==> src/rtl/lms_pkg.sv <==
// Shared types and arithmetic helpers for the adaptive LMS filter stage.
// Saturation works on a wide signed carrier so every caller can narrow from one place.
package lms_pkg;

   typedef enum logic [1:0] {
      IDLE   = 2'd0,
      FILTER = 2'd1,
      ERROR  = 2'd2,
      UPDATE = 2'd3
   } lms_state_e;

   localparam int LMS_DW       = 24;
   localparam int LMS_TAPS     = 8;
   localparam int LMS_MU_SHIFT = 8;
   localparam int SAT_W        = 64;

   // Accumulator holds TAPS full-precision products without overflow.
   function automatic int acc_width(input int dw, input int taps);
      return 2 * dw + $clog2(taps);
   endfunction

   function automatic logic signed [SAT_W-1:0] sat_hi(input int dw);
      return (64'sd1 <<< (dw - 1)) - 64'sd1;
   endfunction

   function automatic logic signed [SAT_W-1:0] sat_lo(input int dw);
      return -(64'sd1 <<< (dw - 1));
   endfunction

   function automatic logic signed [SAT_W-1:0] sat_dw(input logic signed [SAT_W-1:0] v,
                                                      input int dw);
      if (v > sat_hi(dw)) begin
         return sat_hi(dw);
      end else if (v < sat_lo(dw)) begin
         return sat_lo(dw);
      end
      return v;
   endfunction

endpackage

==> src/rtl/lms_filter_if.sv <==
// Sample/result bundle between the sine generator side and the LMS filter stage.
interface lms_filter_if import lms_pkg::*; #(
   parameter int DW = LMS_DW
);
   logic signed [DW-1:0] x_in;
   logic signed [DW-1:0] d_in;
   logic                 in_valid;
   logic                 adapt_en;
   logic signed [DW-1:0] y_out;
   logic signed [DW-1:0] e_out;
   logic                 out_valid;
   logic                 busy;
   logic                 overrun;

   modport master (
      output x_in, d_in, in_valid, adapt_en,
      input  y_out, e_out, out_valid, busy, overrun
   );

   modport slave (
      input  x_in, d_in, in_valid, adapt_en,
      output y_out, e_out, out_valid, busy, overrun
   );
endinterface

==> src/rtl/lms_mac.sv <==
// Single shared signed multiplier: w*x accumulation while filtering,
// e*x scaled by mu and added to the coefficient while updating.
module lms_mac import lms_pkg::*; #(
   parameter int DW       = LMS_DW,
   parameter int AW       = acc_width(LMS_DW, LMS_TAPS),
   parameter int MU_SHIFT = LMS_MU_SHIFT
) (
   input  logic                 filt_sel,
   input  logic signed [DW-1:0] w_k,
   input  logic signed [DW-1:0] x_k,
   input  logic signed [DW-1:0] e_val,
   input  logic signed [AW-1:0] acc_in,
   output logic signed [AW-1:0] acc_out,
   output logic signed [DW-1:0] w_new
);
   localparam int PW = 2 * DW;

   logic signed [DW-1:0]    op_a;
   logic signed [PW-1:0]    prod;
   logic signed [PW-1:0]    step;
   logic signed [SAT_W-1:0] w_sum;

   always_comb begin
      op_a    = filt_sel ? w_k : e_val;
      prod    = $signed({{DW{op_a[DW-1]}}, op_a}) * $signed({{DW{x_k[DW-1]}}, x_k});
      acc_out = acc_in + $signed({{(AW-PW){prod[PW-1]}}, prod});
      // Arithmetic shift floors toward -inf; mu folds into the Q1.23 renormalisation.
      step    = prod >>> (DW - 1 + MU_SHIFT);
      w_sum   = $signed({{(SAT_W-DW){w_k[DW-1]}}, w_k})
              + $signed({{(SAT_W-PW){step[PW-1]}}, step});
      w_new   = DW'(sat_dw(w_sum, DW));
   end
endmodule

==> src/rtl/lms_filter.sv <==
// Adaptive LMS FIR stage: one time-shared MAC computes y over TAPS cycles,
// then (optionally) adapts the coefficients over another TAPS cycles.
module lms_filter import lms_pkg::*; #(
   parameter int DW       = LMS_DW,
   parameter int TAPS     = LMS_TAPS,
   parameter int MU_SHIFT = LMS_MU_SHIFT
) (
   input logic         clk,
   input logic         reset,
   lms_filter_if.slave bus
);
   localparam int AW = acc_width(DW, TAPS);
   localparam int KW = $clog2(TAPS);
   localparam logic [KW-1:0] K_LAST = KW'(TAPS - 1);

   lms_state_e state_q, state_d;

   logic signed [DW-1:0] x_q [TAPS];
   logic signed [DW-1:0] x_d [TAPS];
   logic signed [DW-1:0] w_q [TAPS];
   logic signed [DW-1:0] w_d [TAPS];

   logic signed [DW-1:0] d_q, d_d;
   logic signed [DW-1:0] y_q, y_d;
   logic signed [DW-1:0] e_q, e_d;
   logic signed [AW-1:0] acc_q, acc_d;
   logic [KW-1:0]        k_q, k_d;
   logic                 adapt_q, adapt_d;
   logic                 out_valid_q, out_valid_d;
   logic                 overrun_q, overrun_d;

   logic                 filt_sel;
   logic signed [DW-1:0] w_k, x_k, w_new, y_calc;
   logic signed [AW-1:0] acc_next;
   logic signed [DW:0]   e_wide;

   assign filt_sel = (state_q == FILTER);
   assign w_k      = w_q[k_q];
   assign x_k      = x_q[k_q];

   lms_mac #(
      .DW       (DW),
      .AW       (AW),
      .MU_SHIFT (MU_SHIFT)
   ) u_mac (
      .filt_sel (filt_sel),
      .w_k      (w_k),
      .x_k      (x_k),
      .e_val    (e_q),
      .acc_in   (acc_q),
      .acc_out  (acc_next),
      .w_new    (w_new)
   );

   always_comb begin
      state_d     = state_q;
      x_d         = x_q;
      w_d         = w_q;
      d_d         = d_q;
      adapt_d     = adapt_q;
      acc_d       = acc_q;
      k_d         = k_q;
      y_d         = y_q;
      e_d         = e_q;
      out_valid_d = 1'b0;
      overrun_d   = overrun_q;

      y_calc = DW'(sat_dw(SAT_W'(acc_q) >>> (DW - 1), DW));
      // One guard bit keeps d - y exact before clamping.
      e_wide = {d_q[DW-1], d_q} - {y_calc[DW-1], y_calc};

      case (state_q)
         IDLE: begin
            if (bus.in_valid) begin
               x_d[0] = bus.x_in;
               for (int j = 1; j < TAPS; j++) begin
                  x_d[j] = x_q[j-1];
               end
               d_d     = bus.d_in;
               adapt_d = bus.adapt_en;
               acc_d   = '0;
               k_d     = '0;
               state_d = FILTER;
            end
         end
         FILTER: begin
            acc_d = acc_next;
            if (k_q == K_LAST) begin
               k_d     = '0;
               state_d = ERROR;
            end else begin
               k_d = k_q + KW'(1);
            end
         end
         ERROR: begin
            y_d         = y_calc;
            e_d         = DW'(sat_dw(SAT_W'(e_wide), DW));
            out_valid_d = 1'b1;
            k_d         = '0;
            state_d     = adapt_q ? UPDATE : IDLE;
         end
         UPDATE: begin
            w_d[k_q] = w_new;
            if (k_q == K_LAST) begin
               k_d     = '0;
               state_d = IDLE;
            end else begin
               k_d = k_q + KW'(1);
            end
         end
         default: state_d = IDLE;
      endcase

      // A sample arriving mid-computation is dropped but remembered.
      if (bus.in_valid && (state_q != IDLE)) begin
         overrun_d = 1'b1;
      end
   end

   always_ff @(posedge clk) begin
      if (reset) begin
         state_q <= IDLE;
         for (int j = 0; j < TAPS; j++) begin
            x_q[j] <= '0;
            w_q[j] <= '0;
         end
         d_q         <= '0;
         adapt_q     <= 1'b0;
         acc_q       <= '0;
         k_q         <= '0;
         y_q         <= '0;
         e_q         <= '0;
         out_valid_q <= 1'b0;
         overrun_q   <= 1'b0;
      end else begin
         state_q     <= state_d;
         x_q         <= x_d;
         w_q         <= w_d;
         d_q         <= d_d;
         adapt_q     <= adapt_d;
         acc_q       <= acc_d;
         k_q         <= k_d;
         y_q         <= y_d;
         e_q         <= e_d;
         out_valid_q <= out_valid_d;
         overrun_q   <= overrun_d;
      end
   end

   assign bus.y_out     = y_q;
   assign bus.e_out     = e_q;
   assign bus.out_valid = out_valid_q;
   assign bus.busy      = (state_q != IDLE);
   assign bus.overrun   = overrun_q;
endmodule

==> src/flat_wrapper.sv <==
// flat-port wrapper written by rule: the top's interface ports become plain ports
module lms_filter_flat import lms_pkg::*;
#(
   parameter int DW       = LMS_DW,
   parameter int TAPS     = LMS_TAPS,
   parameter int MU_SHIFT = LMS_MU_SHIFT
)
  (clk, reset, bus_x_in, bus_d_in, bus_in_valid, bus_adapt_en, bus_y_out, bus_e_out, bus_out_valid, bus_busy, bus_overrun);
  lms_filter_if #(.DW(DW)) bus_i ();
  input logic clk;
  input logic reset;
  input wire logic [$bits(bus_i.x_in)-1:0] bus_x_in;
  input wire logic [$bits(bus_i.d_in)-1:0] bus_d_in;
  input wire logic [$bits(bus_i.in_valid)-1:0] bus_in_valid;
  input wire logic [$bits(bus_i.adapt_en)-1:0] bus_adapt_en;
  output wire logic [$bits(bus_i.y_out)-1:0] bus_y_out;
  output wire logic [$bits(bus_i.e_out)-1:0] bus_e_out;
  output wire logic [$bits(bus_i.out_valid)-1:0] bus_out_valid;
  output wire logic [$bits(bus_i.busy)-1:0] bus_busy;
  output wire logic [$bits(bus_i.overrun)-1:0] bus_overrun;
  assign bus_i.x_in = bus_x_in;
  assign bus_i.d_in = bus_d_in;
  assign bus_i.in_valid = bus_in_valid;
  assign bus_i.adapt_en = bus_adapt_en;
  assign bus_y_out = bus_i.y_out;
  assign bus_e_out = bus_i.e_out;
  assign bus_out_valid = bus_i.out_valid;
  assign bus_busy = bus_i.busy;
  assign bus_overrun = bus_i.overrun;
  lms_filter #(.DW(DW), .TAPS(TAPS), .MU_SHIFT(MU_SHIFT)) u_core (.clk(clk), .reset(reset), .bus(bus_i));
endmodule
==> config.mk <==
export PLATFORM = sky130hd
export DESIGN_NAME = lms_filter_flat
export DESIGN_NICKNAME = d
export VERILOG_FILES = /design/src/rtl/lms_pkg.sv /design/src/rtl/lms_filter_if.sv /design/src/rtl/lms_mac.sv /design/src/rtl/lms_filter.sv /design/src/flat_wrapper.sv
export SDC_FILE = /design/constraint.sdc
export NUM_CORES = 2
export LEC_CHECK = 0
export CAP_MARGIN = 20
export CORE_ASPECT_RATIO = 0.9
export CORE_MARGIN = 1.5
export CORE_UTILIZATION = 54
export CTS_CLUSTER_SIZE = 30
export DETAILED_ROUTE_END_ITERATION = 16
export GPL_TIMING_DRIVEN = 0
export PLACE_DENSITY_LB_ADDON = 0.3
export SYNTH_ARGS = -nofsm -noshare
export SYNTH_HDL_FRONTEND = slang
export SYNTH_HIERARCHICAL = 1
export SYNTH_SLANG_ARGS = --single-unit
==> constraint.sdc <==
create_clock -name clk -period 35.6 [get_ports clk]
set_clock_uncertainty 0.1 [all_clocks]
set_input_delay 7.12 -clock clk [delete_from_list [all_inputs] [get_ports clk]]
set_output_delay 7.12 -clock clk [all_outputs]
set_load 0.005 [all_outputs]
Yosys cells after proc, flatten, opt, wreduce, memory -nomap -nowiden
Cells that the tools add are included.
Storage, ports and cells
  bits in registers: 515
  word-level logic and storage cells: 92
  output and inout port bits: 51
  input port bits: 52
Operators by class
  $add $sub $neg: 4
  bitwise gates (word level): 1
  $lt $le $gt $ge: 8
  reductions and logical operators: 9
  mux-type cells: 37
  multiply operators: 1
  equal/unequal tests: 7
Operator list (count)
  two-way mux 24 bit: 15
  bitwise mux 192 bit: 1
  binary-select mux 24 bit (select 3 bit): 2
  case mux 51 bit (2 select lines): 1
  demux 24 bit (select 3 bit): 1
  adder 51 x 48 -> 51 bit: 1
  two-way mux 51 bit: 1
  > comparator 25 x 24 -> 1 bit (second input constant): 2
  < comparator 25 x 24 -> 1 bit (second input constant): 2
  multiplier 24 x 24 -> 48 bit: 1
  > comparator 28 x 24 -> 1 bit (second input constant): 1
  < comparator 28 x 24 -> 1 bit (second input constant): 1
  adder 24 x 17 -> 25 bit: 1
  subtractor 24 x 24 -> 25 bit: 1
  case mux 3 bit (3 select lines): 1
  two-way mux 1 bit: 8
  two-way mux 2 bit: 4
  case mux 2 bit (4 select lines): 1
  two-way mux 3 bit: 2
  equality test 2 bit (second input constant): 2
  greater-or-equal comparator 4 bit (second input constant): 1
  < comparator 4 x 1 -> 1 bit (second input constant): 1
  != test 2 x 1 -> 1 bit (second input constant): 2
  inverter 3 -> 4 bit: 1
  10 further kinds: 13

Logic depth before layout (Yosys ltp)
  depth after elaboration: 12
  gate-level depth with buffers: 49

Hierarchy
The synthesis kept the hierarchy.
By module, submodules not included
  lms_mac: area each 25604.6 um^2, times used 1, cells each 2895, sequential area each 0.0 um^2
  lms_filter: area each 21470.6 um^2, times used 1, cells each 2746, sequential area each 10309.9 um^2

Worst setup path after synthesis
Ideal clock, no wire load.
  kind: flip-flop to flip-flop
  from: reg u_core.state_q[0]
  to: reg u_core/w_q[122] in the netlist's numbering
  arrival: 11363 ps
  required time: 35430 ps
  buffers on the path: 9
  cell stages (with the launch flop): 45
  setup time: 70 ps
  setup slack: 24067 ps
  clock period less this slack: 11533 ps
  cells stage by stage: dfxtp_1 -> clkbuf_1 -> nand2b_1 -> clkbuf_1 -> clkinv_1 -> clkbuf_1 -> clkbuf_1 -> clkbuf_1 -> clkbuf_1 -> mux2_2 -> clkbuf_1 -> nand2_1 -> inv_1 -> fa_1 -> fa_1 -> inv_1 -> fa_1 -> inv_1 -> [... 9 more ...] -> nand3_1 -> nand2_1 -> or3_1 -> o21a_1 -> o311ai_1 -> ha_1 -> a21o_1 -> nand2_1 -> a32o_1 -> a311o_2 -> nand3b_4 -> a41oi_4 -> a31oi_4 -> buf_6 -> a21o_1 -> clkbuf_1 -> nand2_1 -> a21oi_1
On the way
  longest elaborated chain between the ends: 9
Ends and longest elaborated chain
  start, declared: RTL line lms_filter.sv:16  | lms_state_e state_q, state_d;
  start signal, assigned: RTL line lms_filter.sv:136  | state_q <= state_d;
  equality test 2 x 1 -> 1 bit *: RTL line lms_filter.sv:37  | assign filt_sel = (state_q == FILTER);
  via u_core.filt_sel: RTL line lms_filter.sv:32  | logic filt_sel;
  two-way mux 24 bit *: RTL line lms_mac.sv:24  | op_a = filt_sel ? w_k : e_val;
  multiplier 24 x 24 -> 48 bit *: RTL line lms_mac.sv:25  | prod = $signed({{DW{op_a[DW-1]}}, op_a}) * $signed({{DW{x_k[DW-1]}}, x_k});
  adder 24 x 17 -> 25 bit *: RTL line lms_mac.sv:30  | + $signed({{(SAT_W-PW){step[PW-1]}}, step});
  < comparator 25 x 24 -> 1 bit: RTL line lms_pkg.sv:34  | end else if (v < sat_lo(dw)) begin
  two-way mux 1 bit: RTL line lms_pkg.sv:34
  two-way mux 1 bit: RTL line lms_pkg.sv:32  | if (v > sat_hi(dw)) begin
  two-way mux 24 bit *: RTL line lms_pkg.sv:37  | return v;
  via u_core.w_new[2]: RTL line lms_filter.sv:33  | logic signed [DW-1:0] w_k, x_k, w_new, y_calc;
  bitwise mux 192 bit *: RTL line lms_filter.sv:103  | w_d[k_q] = w_new;
  end signal, assigned: RTL line lms_filter.sv:138  | w_q <= w_d;
  end, declared: RTL line lms_filter.sv:20  | logic signed [DW-1:0] w_q [TAPS];
Mark *: on every way through the listed nets, which the timed path passes. The rest lies on a longest branch.
A chain may end at the register's enable or synchronous reset.

Worst setup path in the final report
  from: reg u_core.state_q[0]
  to: reg u_core/w_q[26] in the netlist's numbering
Same word-level chain as after synthesis.

==> out/results.tsv <==
metric	value	unit
status	completed	
RD Place Congestion	1.03	
Port Buffer Count	101	
Synth Warn #	6	
Max Fclk	61.9	MHz
syn_nets	6540	
pin count of the biggest net entering global routing	15	
relative slew slack	18.2	%
fin worst setup slack	19.46	ns
GRT Util Overall	36.6	%
vias in the first global route	40600	
Post-DP Area	0.0495	sq mm
Final Hold Fails	0	
commonest non-fill, non-tap cells in the layout	nand2_1 (1220), inv_1 (633), fa_1 (610)	
first-pass GRT wire length	247000	microns
vias per cell	6.05	
clock root cell	clkbuf_16	
share of layout cells above drive strength 1	3.97	%
FFs w/ async S/R, synth	0	%
total routed wirelength	163000	microns
RSZ-0062 raised after global routing	no	
CTS resizes	0	
CTS tree	done	
core area	0.0861	sq mm
Least-Margin Pin Slew	1.23	ns
Layout Nets	6700	
Pleak	0.0220	uW
cell with the largest stage delay on the worst path	nor4b_1	
cts hold-fix bufs	0	
Post-Syn Instances	5641	
CP arrival	16.59	ns
H-Tree Depth	2	
post-route cell area	0.0513	sq mm
starting DRC count in detailed routing	5338	
Fillers	7694	
die area	0.0890	sq mm
1st-pass router iterations	7	
postcts setup bufs	0	
Post-route DRC	0	
commonest non-fill, non-tap cell in the layout	nand2_1	
crit path capture type	flop	
post-synthesis sequential area ratio	21.9	%
post-route ant nets	0	
initial core utilization	54.6	%
critical path's most frequent cell	clkbuf_1	
pwr/cell area	28.2	mW/mm^2
Via Count	42300	
Netlist cell types	95	
die width	314	microns
Wirelength per Cell	23.4	microns
Worst-Skew Late Latency	0.65	ns
MaxCap Viol Count	0	
Hold Crit Class	reg -> reg	
hpwl dp	128000	microns
# rows	102	
syn avg cell area	8.35	sq um
Final TNS setup	0	ns
area growth from synthesis to layout	8.91	%
setup slack after placement	19.95	ns
period utilization	45.3	%
maximum vdd drop	0.0390	mV
CP max stage delay	0.96	ns
grt ovf	0	
num ports	103	
Crit Path Max Fanout	10	
post-layout min period	16.14	ns
Post-Synthesis Cell Area	0.0471	sq mm
final count of negative-setup-slack endpoints	0	
initial antenna violation count	7	
die height	283	microns
ys flop type	dfxtp_1	
Clock Sinks	515	
Clock Path Buffers	3	
CP required	36.05	ns
critical path launch point type	flop	
Reg clk slew, reported paths	0.06	ns
critical path class	reg -> reg	
#FFs+latches synth	515	
number of clock buffers inserted by TritonCTS	52	
Slew Viols, Final	0	
count of flip-flops with a built-in enable after synthesis	0	
[report_power, final]
group / switching (uW) / total (uW) / internal (uW)
logic: 196 / 296 / 99.7
registers: 6.60 / 589 / 582
clock network: 248 / 560 / 312
[cell families (layout without fill, tap and decap cells)]
logic type | Yosys count | in the layout | share of synthesized area, %
AO/OA/AOI/OAI | 1150 | 1150 | 15.5
XOR/XNOR | 137 | 137 | 2.59
adder cells (fa/ha/maj) | 871 | 871 | 32.8
buffers and inverters | 1008 | 1210 | 8.21
flip-flops | 515 | 515 | 21.9
multiplexers | 29 | 29 | 0.680
other | 0 | 11 | 0
AND/OR/NAND/NOR | 1931 | 1931 | 18.3
[per-layer routing]
| metal | vias to the layer above | global-route usage (%) | share of wire [%] |
|---|---|---|---|
| li1 | 18600 | - | - |
| met1 | 20500 | 49.1 | 39 |
| met2 | 2694 | 52.8 | 41 |
| met3 | 588 | 12.1 | 14 |
| met4 | 2 | 18.3 | 6.3 |
| met5 | - | 0 | 0.012 |
[flip-flops by register name (all words and copies together), names as in the netlist]
| signal | cells |
|---|---|
| u_core/w_q | 192 |
| u_core/x_q | 192 |
| u_core/acc_q | 51 |
| u_core/bus.e_out | 24 |
| u_core/bus.y_out | 24 |
| u_core/d_q | 24 |
| u_core/k_q | 3 |
| u_core/state_q | 2 |
| u_core/adapt_q | 1 |
| u_core/bus.out_valid | 1 |
| u_core/bus.overrun | 1 |
[cells in the mapped netlist, types with 9 or more instances]
master / instances / area share [%]
nand2_1: 1220 / 9.7
inv_1: 633 / 5.0
fa_1: 610 / 26
a21oi_1: 606 / 6.4
dfxtp_1: 515 / 22
clkbuf_1: 336 / 2.7
and2_1: 279 / 3.7
ha_1: 237 / 6.3
a22oi_1: 193 / 3.1
nor2_1: 148 / 1.2
xnor2_1: 95 / 1.8
nand3_1: 86 / 0.91
a21o_1: 66 / 1.1
nand4_1: 63 / 0.84
o21ai_0: 59 / 0.63
xor2_1: 40 / 0.74
a211oi_1: 39 / 0.62
o21a_1: 33 / 0.53
a211oi_2: 24 / 0.64
maj3_2: 24 / 0.57
mux2_2: 24 / 0.57
nor3_1: 23 / 0.24
and3_1: 22 / 0.29
clkbuf_2: 21 / 0.22
o21bai_1: 18 / 0.29
a31oi_1: 16 / 0.21
nand2b_1: 14 / 0.19
nor2b_1: 14 / 0.19
or2_2: 13 / 0.17
or3_1: 11 / 0.15
buf_1: 9 / 0.072
[area by class of cell]
cell class	instances	area, sq um	share of cell area [%]
clock inverters	17	181	0.354
clock buffers	79	1490	2.91
multi-input cells	4118	32900	64.2
plain buffers	374	1490	2.90
diodes	11	27.5	0.0537
well taps	1144	1430	2.79
inverters	634	2380	4.64
repair buffers	106	1060	2.07
flip-flops and latches	515	10300	20.1
[worst max-delay path, delay by kind of cell, from the launching register on]
kind / cells / cell delay [ns]
multiplexers: 1 / 0.43
buffers and inverters: 15 / 4.37
AO/OA/AOI/OAI: 13 / 3.14
XOR/XNOR: 1 / 0.64
AND/OR/NAND/NOR: 7 / 2.25
flip-flops: 1 / 0.37
adder cells (fa/ha/maj): 9 / 4.69
[final timing paths]
check,from,to,slack [ns],depth (start not counted)
min reg2reg,u_core/w_q[140]$_SDFFE_PP0P_,u_core/w_q[140]$_SDFFE_PP0P_,0.35,2
max,u_core/state_q[0]$_SDFFE_PP0P_,u_core/w_q[26]$_SDFFE_PP0P_,19.46,46
min,u_core/w_q[140]$_SDFFE_PP0P_,u_core/w_q[140]$_SDFFE_PP0P_,0.35,2
max reg2reg,u_core/state_q[0]$_SDFFE_PP0P_,u_core/w_q[26]$_SDFFE_PP0P_,19.46,46
[per-stage QoR]
| stage | utilization, % | hold slack (ns) | power [uW] | cells |
|---|---|---|---|---|
| 2_1_floorplan | - | 0.336 | 793 | 5641 |
| 3_3_place_gp | 57.5 | 0.341 | 881 | 6886 |
| 3_5_place_dp | 57.5 | 0.346 | 884 | 6889 |
| 4_1_cts | 59.5 | 0.355 | 1430 | 6985 |
| 5_1_grt | 59.5 | 0.366 | 1490 | 6989 |
| 6_report | 59.5 | 0.355 | 1440 | 6998 |
Power figures use the tool's default switching activity.
